[config.mk]
export PLATFORM = sky130hd
export DESIGN_NAME = shifter_op_scheduler
export DESIGN_NICKNAME = d
export VERILOG_FILES = /design/src/rtl/shifter_op_scheduler.sv
export SDC_FILE = /design/constraint.sdc
export NUM_CORES = 1
export LEC_CHECK = 0
export CAP_MARGIN = 5
export CELL_PAD_IN_SITES_DETAIL_PLACEMENT = 0
export CELL_PAD_IN_SITES_GLOBAL_PLACEMENT = 1
export CORE_MARGIN = 2
export CORE_UTILIZATION = 37
export CTS_BUF_LIST = sky130_fd_sc_hd__clkbuf_4
export CTS_CLUSTER_SIZE = 28
export DETAILED_ROUTE_END_ITERATION = 8
export GPL_TIMING_DRIVEN = 0
export PLACE_DENSITY_LB_ADDON = 0.08
export SETUP_SLACK_MARGIN = 0.1
export SYNTH_ARGS = -nofsm -noshare
export SYNTH_HDL_FRONTEND = slang
export SYNTH_SLANG_ARGS = --single-unit
[constraint.sdc]
create_clock -name clk -period 2 [get_ports clk]
set_input_delay 0.5 -clock clk [delete_from_list [all_inputs] [get_ports clk]]
set_output_delay 0.5 -clock clk [all_outputs]
set_load 0.005 [all_outputs]
[src/rtl/shifter_op_scheduler.sv]
// rtl/shifter_op_scheduler.sv - round-robin scheduler sharing one shift/double datapath between two requesters
//
// Accepts one operation at a time from two requesters, drives the shared
// datapath's operand/opcode registers, waits LAT cycles for the datapath
// result, then returns it for one cycle tagged with the owning requester.
//
// Ports:
//   clk, rst                      clock, synchronous active-high reset
//   req0_valid/data/ctrl/ready    requester 0 command handshake
//   req1_valid/data/ctrl/ready    requester 1 command handshake
//   sh_data_in, sh_control        registered datapath operand and opcode
//   sh_data_out                   datapath result
//   rsp_valid, rsp_id, rsp_data   one-cycle result strobe, owner, captured result
//   busy                          high whenever an operation is in flight
//   grant_cnt0, grant_cnt1        wrapping per-requester accept counters

module shifter_op_scheduler #(
    parameter int DATA_W = 4,
    parameter int CTRL_W = 3,
    parameter int LAT    = 2,   // legal range 1..15
    parameter int CNT_W  = 8
) (
    input  logic              clk,
    input  logic              rst,
    input  logic              req0_valid,
    input  logic [DATA_W-1:0] req0_data,
    input  logic [CTRL_W-1:0] req0_ctrl,
    output logic              req0_ready,
    input  logic              req1_valid,
    input  logic [DATA_W-1:0] req1_data,
    input  logic [CTRL_W-1:0] req1_ctrl,
    output logic              req1_ready,
    output logic [DATA_W-1:0] sh_data_in,
    output logic [CTRL_W-1:0] sh_control,
    input  logic [DATA_W-1:0] sh_data_out,
    output logic              rsp_valid,
    output logic              rsp_id,
    output logic [DATA_W-1:0] rsp_data,
    output logic              busy,
    output logic [CNT_W-1:0]  grant_cnt0,
    output logic [CNT_W-1:0]  grant_cnt1
);

    localparam int                WAIT_W   = 4;
    localparam logic [WAIT_W-1:0] LAT_LOAD = WAIT_W'(LAT);

    typedef enum logic [1:0] {
        S_IDLE = 2'd0,
        S_WAIT = 2'd1,
        S_RESP = 2'd2
    } state_t;

    state_t            state;
    state_t            state_nxt;
    logic              rr_ptr;
    logic              owner_id;
    logic              grant_id;
    logic              accept;
    logic              wait_done;
    logic [WAIT_W-1:0] wait_cnt;

    // Grant selection. With a single valid requester it wins outright;
    // with both, the round-robin pointer decides. Ready is also held low
    // while reset is asserted so nothing looks accepted during reset.
    always_comb begin
        grant_id   = (req0_valid && req1_valid) ? rr_ptr : req1_valid;
        req0_ready = (state == S_IDLE) && !rst && req0_valid && !grant_id;
        req1_ready = (state == S_IDLE) && !rst && req1_valid && grant_id;
        accept     = req0_ready || req1_ready;
        wait_done  = (wait_cnt == WAIT_W'(1));
    end

    always_comb begin
        state_nxt = state;
        rsp_valid = 1'b0;
        busy      = 1'b1;
        case (state)
            S_IDLE: begin
                busy = 1'b0;
                if (accept) begin
                    state_nxt = S_WAIT;
                end
            end
            S_WAIT: begin
                if (wait_done) begin
                    state_nxt = S_RESP;
                end
            end
            S_RESP: begin
                rsp_valid = 1'b1;
                state_nxt = S_IDLE;
            end
            default: begin
                busy      = 1'b0;
                state_nxt = S_IDLE;
            end
        endcase
    end

    always_ff @(posedge clk) begin
        if (rst) begin
            state <= S_IDLE;
        end else begin
            state <= state_nxt;
        end
    end

    always_ff @(posedge clk) begin
        if (rst) begin
            rr_ptr     <= 1'b0;
            owner_id   <= 1'b0;
            wait_cnt   <= '0;
            sh_data_in <= '0;
            sh_control <= '0;
            rsp_id     <= 1'b0;
            rsp_data   <= '0;
            grant_cnt0 <= '0;
            grant_cnt1 <= '0;
        end else begin
            case (state)
                S_IDLE: begin
                    if (accept) begin
                        sh_data_in <= grant_id ? req1_data : req0_data;
                        sh_control <= grant_id ? req1_ctrl : req0_ctrl;
                        owner_id   <= grant_id;
                        // Last winner drops to lowest priority.
                        rr_ptr     <= ~grant_id;
                        wait_cnt   <= LAT_LOAD;
                        if (grant_id) begin
                            grant_cnt1 <= grant_cnt1 + CNT_W'(1);
                        end else begin
                            grant_cnt0 <= grant_cnt0 + CNT_W'(1);
                        end
                    end
                end
                S_WAIT: begin
                    wait_cnt <= wait_cnt - WAIT_W'(1);
                    // Final WAIT cycle: the datapath result is valid now.
                    if (wait_done) begin
                        rsp_data <= sh_data_out;
                        rsp_id   <= owner_id;
                    end
                end
                default: begin
                end
            endcase
        end
    end

endmodule
Word-level counts from Yosys, hierarchy flattened --
Cells that the tools add are included.
Storage, ports and cells: register bits 36, bits of input ports 22, output and inout port bits 32, word-level logic and storage cells 47
Operators by class: $add $sub $neg 3, equality and inequality tests 5, mux-type cells 10, bitwise logic cells 1, reductions and logical operators 18
Operator list (count):
- 8-bit by 1-bit adder with 8-bit output (second input constant) | 2
- 4-bit 2-to-1 mux | 2
- 4-bit case mux with 2 select lines | 1
- 2-bit AND reduction | 4
- 1-bit logical AND | 6
- 3-bit AND reduction | 2
- 4-bit by 1-bit == test with 1-bit output (second input constant) | 1
- 2-bit 2-to-1 mux | 2
- 2-bit != test (second input constant) | 2
- 2-bit case mux with 2 select lines | 1
- 4-bit by 1-bit subtractor with 4-bit output (second input constant) | 1
- 1-bit 2-to-1 mux | 3
- 3-bit 2-to-1 mux | 1
- 2-bit by 1-bit == test with 1-bit output (second input constant) | 1
- 2-bit == test (second input constant) | 1
- 1-bit logical NOT | 2
- 2-bit logical NOT | 1
- 2-bit nonzero test | 1
- 2-bit OR reduction | 1
- 1-bit logical OR | 1
- 1-bit NOT | 1

Logic depth before layout (Yosys ltp) --
Gate-level depths: netlist of run 1.
word-level depth 7, gate-level depth with buffers 7, mapped depth without buffers 5

Least setup slack after synthesis of run 1 --
OpenSTA, ideal clock, no wires.
path kind register to output, start point reg state[0], end point out req0_ready, data arrival time 1.208 ns, required time 1.500 ns, slack 0.292 ns, cell stages (with the launch flop) 7, buffers on the path 2, path through dfxtp_1 -> inv_1 -> ha_1 -> buf_6 -> nand2_1 -> buf_4 -> nor3_4
Between the ends: longest elaborated chain between the ends 4
RTL lines:
- start, declared | RTL line 53 | state_t state;
- start signal, assigned | RTL line 104 | state <= state_nxt;
- 2-bit logical NOT | RTL line 67 | req0_ready = (state == S_IDLE) && !rst && req0_valid && !grant_id;
- 1-bit logical AND (3 in a row) | RTL line 67
- end, declared | RTL line 28 | output logic req0_ready,
Every way passes these cells.

Final worst setup path of run 1 --
start point reg state[1], end point out req0_ready
The elaborated chain is that of the path after synthesis.

==> impl_metrics.ini, run 1 <==
[run_status]
outcome = finished clean

[placement]
post-dp-hpwl_mm = 3.32
finalWeightedCongestion = 0.760
io_buffer_count = 53
place_area_um2 = 2540

[drt]
initialDrtViolationCount = 50
post-route-drc-count = 0
drt-total-wl_mm = 4.91
via_per_inst = 5.13
wire_per_inst_um = 14.1
dr_total_vias = 1792
drt-pass1-iter-count = 4
ant_nets = 0

[synth]
mapped_cell_area_um2 = 1920
synth.avg_cell_area_um2 = 9.36
yosys.area_share.xor_xnor = 0
yosys_register_bits = 36
netlist.area_leader.share = 0.376
netlist_top_cells_area = sky130_fd_sc_hd__dfxtp_1, sky130_fd_sc_hd__ha_1, sky130_fd_sc_hd__and4_1
synth_top_family_by_area = simple AND/OR/NAND/NOR gates
yosys.cell_types.count = 48
synth_compound_area_frac = 0.160
ys.warnings.count = 0
netlist.top_cell.by_area = sky130_fd_sc_hd__dfxtp_1
synthArstFlopShare = 0
synth.yosys.seq_area_share = 0.376
synthesis.nets = 235
yosys.area_share.simple = 0.266
synth_enable_flop_cells = 0
adder_cell_fraction_of_synth_area = 0.0522
syn-instance-count = 205
ys.flop_type = sky130_fd_sc_hd__dfxtp_1
synth.mux.area_fraction = 0.0718

[clock_tree]
cts-root-to-sink-buffers = 2
cts-buffers-inserted = 5
htree_num_levels = 2
cts.clk_slew.worst_paths_ps = 120
tritoncts = yes
clk-insertion-delay-late_ps = 360
clk_root_buffer_cell = sky130_fd_sc_hd__clkbuf_4
clock-sinks = 36
ctsHoldBuffers = 0

[sta]
fmaxAchievable_ghz = 0.507
final_slew_viol_count = 0
skew_ps = 6.85
maxSlewHeadroom = 0.624
grt_setup_unrepaired = yes
holdWs_ps = 503
finalSetupViolCount = 0
finalCritPeriodShare = 0.987
max_slew.worst_pin.slew_ps = 564
fin_crit_ps = 1970
final_hold_viol_count = 0

[floorplan]
rows = 26
die_area_um2 = 5780
die_x_um = 76
io_pins = 54
start_util = 0.380
fp.coreArea_um2 = 5040
die-height_um = 76

[layout]
stdcell_area_um2 = 2750
regArea_um2 = 728
layout_commonest_cell = sky130_fd_sc_hd__clkdlybuf4s50_1
fillers = 500
layout.nets = 308
syn_to_final_growth_pct = 43.5
n_antenna_cell = 0
share_of_the_core_filled_with_cells_in_the_final_layout = 0.546
multi_input_comb_area_um2 = 1100
final_cell_mix = sky130_fd_sc_hd__clkdlybuf4s50_1, sky130_fd_sc_hd__dfxtp_1, sky130_fd_sc_hd__nor2_1, sky130_fd_sc_hd__buf_4, sky130_fd_sc_hd__a21oi_1
post_route_cells_drive_above_1_share = 0.229

[setup_path]
critPathRequiredTime_ps = 1500
crit_path_max_fanout = 3
crit_path_start = state[1]
type_of_the_worst_setup_path = flip-flop to output pin
crit_path_end_kind = output pin
worst_r2r_startpoint = state[1]
worstPathArrival_ps = 1470
critical_path.startpoint_type = flip-flop

[worst_hold_path]
timing.hold.worst.class = flip-flop to flip-flop
hold_path_startpoint = rsp_data[2]

[flow_run]
max_cap_viol_count = 0

[power_and_ir_drop]
leakage_nw = 1.08
power_density_nw_per_um2 = 819
total_power_w = 0.00226
vdd.ir_drop.worst_mv = 0.445

[global_route]
first_global_vias = 1735
antenna_found_initial = 0
grt_start_max_net_pins = 12
global_route.overflow_total = 0
grt.total_usage = 0.175
wire_length_of_the_first_global_routing_pass_mm = 8.28
metrics by stage:
step | std cells | TNS (ps) | worst slack [ps]
floorplan | 205 | 0 | 292
global placement | 328 | -6590 | -939
detailed placement | 328 | -6500 | -936
CTS | 348 | 0 | 1.66
global route | 349 | -44.7 | -44.7
finish | 349 | 0 | 26.3
per-layer routing:
layer,share of wire,GRT usage
met5,0,0
met1,0.48,0.229
met3,0.062,0.0474
met4,0.016,0.0600
met2,0.44,0.280
synth_stat cells, types with 5 or more instances:
library cell	n
sky130_fd_sc_hd__dfxtp_1	36
sky130_fd_sc_hd__nor2_1	16
sky130_fd_sc_hd__a21oi_1	11
sky130_fd_sc_hd__and4_1	8
sky130_fd_sc_hd__ha_1	8
sky130_fd_sc_hd__inv_1	8
sky130_fd_sc_hd__nand2_1	8
sky130_fd_sc_hd__nor3b_1	8
sky130_fd_sc_hd__a211o_1	7
sky130_fd_sc_hd__mux2i_1	7
sky130_fd_sc_hd__nand3_1	7
sky130_fd_sc_hd__buf_6	6
sky130_fd_sc_hd__mux2_2	6
sky130_fd_sc_hd__nor2b_1	6
sky130_fd_sc_hd__o31ai_1	6
sky130_fd_sc_hd__nor4_1	5
sky130_fd_sc_hd__or4_1	5
logic make-up after synthesis:
kind of cell | count (synthesis)
DFF | 36
muxes | 13
AOI/OAI and AO/OA | 42
buffers and inverters | 23
and+or+nand+nor | 83
adders and majority gates | 8
final timing paths:
kind | end | slack (ps) | depth (start not counted)
setup / recovery | req0_ready | 30 | 7
hold / removal | rsp_data[2] | 500 | 2
setup reg to reg | grant_cnt0[7] | 210 | 8
hold reg to reg | rsp_data[2] | 500 | 2
flip-flops by register name (all words and copies together) (netlist names):
name / count
rr_ptr: 1
sh_control: 3
rsp_id: 1
rsp_data: 4
owner_id: 1
grant_cnt1: 8
state: 2
sh_data_in: 4
wait_cnt: 4
grant_cnt0: 8
layout make-up:
type	instances	share of cell area
plain buffers	15	0.0473
clock buffers	6	0.0164
clock inverters	2	0.00409
inverters	8	0.0109
repair buffers	66	0.225
well taps	70	0.0318
multi-input cells	146	0.400
flip-flops and latches	36	0.265
power by group:
part | switching, W | leakage, nW | internal (W)
combinational | 0.000423 | 0.757 | 0.000515
sequential | 0.0000820 | 0.295 | 0.000812
clock | 0.000276 | 0.0293 | 0.000147
timing repair:
item | in CTS | in global routing
setup endpoints to repair | 13 | 10
pin swaps | 3 | 0
endpoints found under the hold margin | 0 | 0
setup buffers | 12 | 1
gates resized for setup | 36 | 5
critical path: stages (launching register included):
cell and delay [ps]:
sky130_fd_sc_hd__dfxtp_2 350, sky130_fd_sc_hd__inv_2 70, sky130_fd_sc_hd__ha_4 130, sky130_fd_sc_hd__buf_6 110, sky130_fd_sc_hd__nand2_4 50, sky130_fd_sc_hd__buf_6 120, sky130_fd_sc_hd__nor3_4 130, sky130_fd_sc_hd__buf_2 140
(Power assumes the default switching activity.)
==> inputs of run 2 (changes only) <==
--- a/config.mk
+++ b/config.mk
@@ -14,6 +14,7 @@
 export CTS_CLUSTER_SIZE = 28
 export DETAILED_ROUTE_END_ITERATION = 8
 export GPL_TIMING_DRIVEN = 0
+export MAX_ROUTING_LAYER = met4
 export PLACE_DENSITY_LB_ADDON = 0.08
 export SETUP_SLACK_MARGIN = 0.1
 export SYNTH_ARGS = -nofsm -noshare
==> run 2 against run 1 <==
Compared with the run above:
- non-clock buffer count is the same
- critical path type unchanged
- sequential share of layout area is the same
- critical path depth stayed put
- register-to-register slack barely moved
- core utilization stayed put
- count of clock-buffer cells in the layout did not move
- power hardly changed
- flip-flop and latch count unchanged
- worst setup slack lost 1.5 ps
- hold slack is essentially flat
- largest cell class unchanged
==> impl_metrics.ini, run 2 (same netlist as run 1, synthesis figures left out) <==
[placement]
finalWeightedCongestion = 0.770
io_buffer_count = 53
post-dp-hpwl_mm = 3.32
place_area_um2 = 2540

[drt]
dr_total_vias = 1794
initialDrtViolationCount = 48
drt-pass1-iter-count = 4
post-route-drc-count = 0
ant_nets = 0
via_per_inst = 5.14
drt-total-wl_mm = 4.92
wire_per_inst_um = 14.1

[power_and_ir_drop]
power_density_nw_per_um2 = 820
vdd.ir_drop.worst_mv = 0.445
power.share.switching = 0.347
p_seq_frac = 0.396
power.clock.fraction = 0.188
switching_power_w = 0.000784
leakage_nw = 1.08
part_of_the_total_power_dissipated_in_combinational_logic = 0.416
internal_power_w = 0.00147

[layout]
fillers = 500
n_antenna_cell = 0
post_route_cells_drive_above_1_share = 0.229
share_of_the_core_filled_with_cells_in_the_final_layout = 0.546
reg.largest.list = grant_cnt0 x8, grant_cnt1 x8
stdcell_area_um2 = 2750
final_cell_mix = sky130_fd_sc_hd__clkdlybuf4s50_1, sky130_fd_sc_hd__dfxtp_1, sky130_fd_sc_hd__nor2_1, sky130_fd_sc_hd__buf_4, sky130_fd_sc_hd__a21oi_1
layout.nets = 308
layout_commonest_cell = sky130_fd_sc_hd__clkdlybuf4s50_1
regArea_um2 = 728
multi_input_comb_area_um2 = 1100
syn_to_final_growth_pct = 43.5

[floorplan]
die_x_um = 76
fp.coreArea_um2 = 5040
die_area_um2 = 5780
io_pins = 54
start_util = 0.380
die-height_um = 76
rows = 26

[clock_tree]
cts.clk_slew.worst_paths_ps = 120
tritoncts = yes
ctsHoldBuffers = 0
clock-sinks = 36
cts-root-to-sink-buffers = 2
cts-buffers-inserted = 5
clk_root_buffer_cell = sky130_fd_sc_hd__clkbuf_4
htree_num_levels = 2
clk-insertion-delay-late_ps = 360

[setup_path]
setup.reg_to_reg.worst_slack_ps = 210
crit_path_end_kind = output pin
critical_path.startpoint_type = flip-flop
crit_chain = inv_2 -> ha_4 -> buf_6 -> nand2_4 -> buf_6 -> nor3_4 -> buf_2
crit_path_start = state[1]
slowest_delay_ps = 350
buffering_stage_count_on_the_worst_path_with_inverters_included = 4
worst_r2r_startpoint = state[1]
type_of_the_worst_setup_path = flip-flop to output pin
cp_depth = 7
timing.reg2reg.worst_path_depth = 8
crit_path_top_delay_cell = sky130_fd_sc_hd__dfxtp_2
worstPathArrival_ps = 1480
cpMostUsedCell = sky130_fd_sc_hd__buf_6
r2r-end = grant_cnt0[7]
critPathRequiredTime_ps = 1500
cp_top_family = buffers and inverters
crit_path_max_fanout = 3

[global_route]
global_route.overflow_total = 0
grt_start_max_net_pins = 12
wire_length_of_the_first_global_routing_pass_mm = 8.29
grt.total_usage = 0.181
antenna_found_initial = 0
first_global_vias = 1735

[worst_hold_path]
timing.hold.worst.class = flip-flop to flip-flop
worstHoldEndpoint = rsp_data[2]
hold_path_startpoint = rsp_data[2]
hold_depth = 2

[sta]
finalCritPeriodShare = 0.988
final_slew_viol_count = 0
final_hold_viol_count = 0
maxSlewHeadroom = 0.624
fmaxAchievable_ghz = 0.506
grt_setup_unrepaired = yes
max_slew.worst_pin.slew_ps = 565
holdWs_ps = 503
skew_ps = 5.97
finalSetupViolCount = 0
fin_crit_ps = 1980

[flow_run]
max_cap_viol_count = 0

[run_status]
outcome = finished clean
## run 2: cell counts in the layout (fill, tap and decap cells not counted)
No cell type changed its count.
## run 2: worst max path at each step
stage                             to  slack (ps)
after floorplan           req0_ready         290
after global placement    req0_ready        -940
after detailed placement  req0_ready        -940
after CTS                 req0_ready           2
after global routing      req0_ready         -40
final                     req0_ready          20
## run 2: what timing repair did
| action | 4_1_cts | 5_1_grt |
|---|---|---|
| pin swaps | 3 | 0 |
| setup endpoints to repair | 13 | 10 |
| gates resized for setup | 36 | 5 |
| setup buffers | 12 | 1 |
| hold endpoints to repair | 0 | 0 |
## run 2: area by class of cell
| cell class | count | share of cell area |
|---|---|---|
| plain buffers | 15 | 0.0473 |
| clock buffers | 6 | 0.0164 |
| clock inverters | 2 | 0.00409 |
| inverters | 8 | 0.0109 |
| multi-input cells | 146 | 0.400 |
| flip-flops and latches | 36 | 0.265 |
| well taps | 70 | 0.0318 |
| repair buffers | 66 | 0.225 |
## run 2: power by group through the flow
stage | clock, W | sequential, W | combinational, W
after floorplan | 0 | 0.000885 | 0.000491
after detailed placement | 0 | 0.000898 | 0.000781
after CTS | 0.000429 | 0.000887 | 0.000919
after global routing | 0.000473 | 0.000909 | 0.00103
final | 0.000425 | 0.000894 | 0.000938
after global placement | 0 | 0.000898 | 0.000779
## run 2: metal layers
metal  GRT usage  routed length, um
met3      0.0391                262
met2       0.280               2150
met1       0.235               2420
met4      0.0600                 80
met5           -                  0
## run 2: metrics by stage
stage	std cells	setup TNS, ps	setup slack, ps	power [W]
final	349	0	24.8	0.00226
after global routing	349	-44.7	-44.7	0.00241
after detailed placement	328	-6500	-936	0.00168
after CTS	348	0	1.66	0.00224
after global placement	328	-6590	-939	0.00168
after floorplan	205	0	292	0.00138
## run 2: worst register-to-register path, cell delays in order, from the launching register on
cell and delay, ps:
sky130_fd_sc_hd__dfxtp_2 350, sky130_fd_sc_hd__inv_2 70, sky130_fd_sc_hd__ha_4 130, sky130_fd_sc_hd__buf_6 110
sky130_fd_sc_hd__nand2_4 50, sky130_fd_sc_hd__buf_6 120, sky130_fd_sc_hd__buf_4 150, sky130_fd_sc_hd__nor4_1 330
sky130_fd_sc_hd__mux2_2 370
